**src/rtl/nibble_packer.sv**
```systemverilog
// nibble_packer: gathers NIB_W-bit slices into WORD_W-bit words.
// Slices arrive over a valid/ready handshake and fill the accumulator in
// LSB-first or MSB-first order. A flush request closes a partial word.
// Completed words sit in a single registered output stage until the
// consumer takes them.
module nibble_packer #(
  parameter  int WORD_W    = 8,
  parameter  int NIB_W     = 4,
  parameter  int MSB_FIRST = 0,
  localparam int NIBS      = WORD_W / NIB_W,
  localparam int CW        = $clog2(NIBS) + 1
) (
  input  logic              clk,
  input  logic              rst,
  input  logic              in_valid,
  input  logic [NIB_W-1:0]  in_nib,
  input  logic              flush,
  output logic              in_ready,
  output logic              out_valid,
  input  logic              out_ready,
  output logic [WORD_W-1:0] out_word,
  output logic [CW-1:0]     out_nibs
);

  logic [WORD_W-1:0] r_acc;
  logic [CW-1:0]     r_idx;
  logic              r_outValid;
  logic [WORD_W-1:0] r_outWord;
  logic [CW-1:0]     r_outNibs;

  logic [WORD_W-1:0] w_merged;
  logic              w_accept;
  logic              w_flushOnly;
  logic              w_lastSlot;
  logic              w_loadSlice;
  logic              w_loadFlush;
  logic              w_load;

  // The output stage can take a new word when empty or draining this cycle;
  // this is the only combinational path from an input to an output.
  assign in_ready    = ~r_outValid | out_ready;
  assign w_accept    = in_valid & in_ready;
  assign w_flushOnly = flush & in_ready & ~in_valid;
  assign w_lastSlot  = (r_idx == CW'(NIBS - 1));
  assign w_loadSlice = w_accept & (w_lastSlot | flush);
  assign w_loadFlush = w_flushOnly & (r_idx != '0);
  assign w_load      = w_loadSlice | w_loadFlush;

  // Accumulator with the incoming slice written into the current slot.
  always_comb begin
    w_merged = r_acc;
    for (int k = 0; k < NIBS; k++) begin
      if (r_idx == CW'(k)) begin
        if (MSB_FIRST != 0)
          w_merged[WORD_W-1-k*NIB_W -: NIB_W] = in_nib;
        else
          w_merged[k*NIB_W +: NIB_W] = in_nib;
      end
    end
  end

  // Accumulator and slot index: cleared whenever a word leaves for the output.
  always_ff @(posedge clk or posedge rst) begin
    if (rst) begin
      r_acc <= '0;
      r_idx <= '0;
    end else if (w_load) begin
      r_acc <= '0;
      r_idx <= '0;
    end else if (w_accept) begin
      r_acc <= w_merged;
      r_idx <= r_idx + CW'(1);
    end
  end

  // Output register: a load wins over a drain so words can go back to back.
  always_ff @(posedge clk or posedge rst) begin
    if (rst) begin
      r_outValid <= 1'b0;
      r_outWord  <= '0;
      r_outNibs  <= '0;
    end else if (w_load) begin
      r_outValid <= 1'b1;
      r_outWord  <= w_loadSlice ? w_merged : r_acc;
      r_outNibs  <= w_loadSlice ? (r_idx + CW'(1)) : r_idx;
    end else if (out_ready) begin
      r_outValid <= 1'b0;
    end
  end

  assign out_valid = r_outValid;
  assign out_word  = r_outWord;
  assign out_nibs  = r_outNibs;

endmodule

```
**config.mk**
```make
export PLATFORM = sky130hd
export DESIGN_NAME = nibble_packer
export DESIGN_NICKNAME = d
export VERILOG_FILES = /design/src/rtl/nibble_packer.sv
export SDC_FILE = /design/constraint.sdc
export NUM_CORES = 1
export LEC_CHECK = 0
export CAP_MARGIN = 40
export CELL_PAD_IN_SITES_DETAIL_PLACEMENT = 0
export CELL_PAD_IN_SITES_GLOBAL_PLACEMENT = 2
export CORE_ASPECT_RATIO = 1.2
export CORE_MARGIN = 2
export CORE_UTILIZATION = 34
export DETAILED_ROUTE_END_ITERATION = 12
export PLACE_DENSITY = 0.88
export SYNTH_ARGS = -nofsm -noshare
export SYNTH_HDL_FRONTEND = slang
export SYNTH_SLANG_ARGS = --single-unit
```
**constraint.sdc**
```tcl
create_clock -name clk -period 4.15 [get_ports clk]
set_input_delay 0.83 -clock clk [delete_from_list [all_inputs] [get_ports clk]]
set_output_delay 0.83 -clock clk [all_outputs]
set_load 0.005 [all_outputs]
```
# After elaboration in Yosys (flattened, before gate mapping)
# Cells that the tools add are included.
# totals
reg_bits,21
out_inout_bits,12
wordCells,31
# classes
add_sub_neg,1
eq_ne,1
mux,10
bitwise_logic,10
n_reduce_logical,4
# ops
operator,count
two-way mux 8 bit,3
two-way mux 4 bit,2
two-way mux 2 bit,3
nonzero test 2 bit,3
bitwise AND 1 bit,5
bitwise OR 1 bit,3
"adder 2 x 1 -> 2 bit, second input constant",1
"== test 2 x 1 -> 1 bit, second input constant",1
logical NOT 2 bit,1
two-way mux 1 bit,2
inverter 1 bit,2

# Longest topological paths before layout
# logic_depth
ltp_word,7
depth_mapped,7

# Least setup slack after synthesis
# No wires, ideal clock.
# synth_timing
path_kind,input port to output port
startpoint,in out_ready
endpoint,out in_ready
arrival_ns,1.315
t_required_ns,3.320
path_slack_ns,2.005
cell_stages,4
cell_sequence,nor2b_1 > buf_2 > inv_2 > buf_4
# synth_via
elab_chain_cells,1
# synth_rtl
item,line,rtl
from (decl),20,"input logic out_ready,"
bitwise OR 1 bit,41,assign in_ready = ~r_outValid | out_ready;
to (decl),18,"output logic in_ready,"
# Every way passes these cells.

# Final worst setup path
# Ends and elaborated chain as after synthesis.

==> run_results.csv <==
group,metric,value,unit
critical_path,path_buf_inv,4,
run_status,outcome,"finished clean",
global_route,grt_most_used_layer,"met2",
sta,final.min_clock_period,3.332,ns
cts,cts_setup_buffers,0,
cts,cts_resized,0,
floorplanning,die-area,0.003723,mm^2
sta,finalSetupViolCount,0,
critical_path,cpMostUsedCell,"clkdlybuf4s50_1",
power_and_ir_drop,leakagePower,0.0004985,uW
critical_path,path_class,"in2out",
sta,fin_skew,0.006016,ns
floorplanning,start_util,0.3584,
routing,wl,2599,um
critical_path,critPathMaxStageDelay,0.59,ns
routing,drc_errors,0,
cts,tritoncts,"built",
synth,synth_area,0.001105,mm^2
floorplanning,ios,21,
cts,clk-insertion-delay-late,0.31,ns
critical_path,rr_worst_depth,5,
synth,synth_common_cells,"dfrtp_1 (21), a21oi_1 (10), a41oi_1 (10), nand4_1 (10), o21ai_0 (10)",
cts,root_buffer,"clkbuf_4",
placement,port_buffers,20,
sta,finalMaxSlewViolations,0,
synth,ys_warn_count,0,
critical_path,worstSetupEndpointType,"primary output",
sta,slew_headroom,0.4564,
critical_path,r2r_start,"r_idx[1]",
cts,numCtsBuffers,3,
routing,vias,956,
sta,final-hold-violation-count,0,
synth,synth_top_area_frac,0.4757,
global_route,grt_pass1_wl,4333,um
cts,clock_path_buffers,2,
cts,clk_pin_slew,0.12,ns
finish,synthToLayoutAreaGrowth,18.57,%
floorplanning,die_h,66.45,um
critical_path,crit_chain,"clkdlybuf4s50_1 -> nor2b_1 -> buf_4 -> inv_2 -> clkdlybuf4s50_1",
routing,drt_iter0_drc,31,
global_route,met3_usage,0.01957,
critical_path,cp_num_cells,5,
finish,insertedDiodeCount,0,
synth,synthArstFlopShare,1.000,
global_route,grt_pass1_vias,915,
critical_path,worstPathArrival,2.50,ns
synth,syn_nets,123,
synth,synthCells,112,
finish,drive_gt1_frac,0.08000,
critical_path,worstPathMaxFanout,28,
cts,ctsHoldBuffers,0,
synth,synth_cell_types,25,
synth,yosysSeqAreaShare,0.4757,
sta,rsz0062_at_grt,"false",
critical_path,worst_ep_required_time,3.32,ns
job,drv_cap,0,
sta,tightest_slew,0.8145,ns
placement,gp_congestion,0.7852,
global_route,grt_max_degree,29,
synth,netlist_top_cells_area,"dfrtp_1 (48%), a41oi_1 (7.9%), nand4_1 (5.7%)",
routing,drt_first_pass_iters,4,
synth,syn_area_per_cell,9.864,um^2
critical_path,critPathTopFamily,"buffers and inverters",
sta,min_period_over_period,0.8030,
critical_path,rr_endpoint,"out_word[3]",
cts,clock-sinks,21,
sta,tns,0,ns
floorplanning,rows,22,
cts,h-tree-depth,1,
global_route,grt-ovfl-total,0,
min_path,hold_depth,2,
global_route,met1_usage,0.2000,
routing,viasPerCell,5.938,
sta,whs,0.5644,ns
power_and_ir_drop,vdd_drop_max,0.2467,mV
global_route,grtUsageTotal,0.1473,
finish,fin_nets,137,
critical_path,r2r_setup_slack,2.15,ns
min_path,min_from,"r_acc[1]",
sta,max_freq,300.1,MHz
routing,postRouteAntennaNets,0,
global_route,antenna_found_initial,0,
synth,yosysMostFrequentCell,"dfrtp_1",
critical_path,crit_path_start_kind,"input pin",
min_path,min_to,"r_acc[1]",
critical_path,worst_path_max_delay_cell,"clkdlybuf4s50_1",
power_and_ir_drop,power_density,694.3,mW/mm^2
synth,synth_area_leader_cell,"dfrtp_1",
synth,synth_flop_cell,"dfrtp_1",
synth,ys_ff_latch,21,
global_route,use_met2,0.2309,
floorplanning,dieWidth,56.04,um
synth,synth-edff-count,0,
placement,place_hpwl,1801,um
floorplanning,core_area,0.003083,mm^2
min_path,holdCritPathClass,"reg2reg",
routing,wl_per_cell,16.14,um
cell type report:
type,count,area (um^2)
Clock buffer,3,22.52
Clock inverter,1,5.005
Fill cell,326,1773
Inverter,5,18.77
Multi-Input combinational cell,74,485.5
Sequential cell,21,525.5
Tap cell,36,45.04
Timing Repair Buffer,21,207.7
cells by family after synthesis:
kind of cell | Yosys count | share of synthesized area
AO/OA/AOI/OAI | 46 | 0.2786
AND/OR/NAND/NOR | 26 | 0.1382
flip-flops | 21 | 0.4756
buffers and inverters | 17 | 0.08492
adder cells (fa/ha/maj) | 2 | 0.02265
worst min-delay path: cells and delay by family, from the launching register on:
kind	cells	cell delay, ns
AOI/OAI and AO/OA	2	0.15
DFF	1	0.39
how the worst max path moves through the flow:
| stage | slack [ns] | endpoint | from |
|---|---|---|---|
| 4_1_cts | 0.84 | in_ready | out_ready |
| 3_5_place_dp | 0.84 | in_ready | out_ready |
| 2_1_floorplan | 2.01 | in_ready | out_ready |
| 6_report | 0.82 | in_ready | out_ready |
| 5_1_grt | 0.77 | in_ready | out_ready |
| 3_3_place_gp | 0.32 | in_ready | out_ready |
cell usage in the layout, fill, tap and decap left out, types with 2 or more instances in the layout:
| cell type | instances |
|---|---|
| a21oi_1 | 10 |
| nand3_1 | 6 |
| or2_1 | 2 |
| a41oi_1 | 10 |
| a31oi_2 | 2 |
| clkdlybuf4s50_1 | 20 |
| nand2_1 | 2 |
| nand4_1 | 10 |
| inv_1 | 4 |
| dfrtp_1 | 21 |
| clkbuf_4 | 3 |
| o31ai_1 | 6 |
| o21ai_0 | 10 |
| ha_1 | 2 |
| a31oi_1 | 8 |
through the flow:
stage               total power [uW]  area (um^2)  utilization  setup slack, ns  cells
floorplan                      646.0         1105            -            2.005    112
global placement               799.2         1275       0.4136           0.3155    156
detailed placement             811.3         1282       0.4160           0.8425    157
CTS                            915.1         1310       0.4249           0.8387    161
global route                   980.5         1310       0.4249           0.7660    161
finish                         909.5         1310       0.4249           0.8177    161
metal layers:
| layer | up-vias | routed length [um] |
|---|---|---|
| li1 | 460 | - |
| met1 | 460 | 1182 |
| met2 | 30 | 1270 |
| met3 | 6 | 98 |
| met4 | 0 | 47 |
| met5 | - | 0 |
flip-flops by register name, summed over array words and instances (netlist names):
register and flops:
out_word 8, out_valid 1, r_acc 8, r_idx 2, out_nibs 2
where the power goes:
part	leakage, uW	switching, uW	internal, uW
logic	0.000218	235	220
clock network	0.0000177	66.2	36.0
registers	0.000262	50.0	302
(Power assumes the default switching activity.)
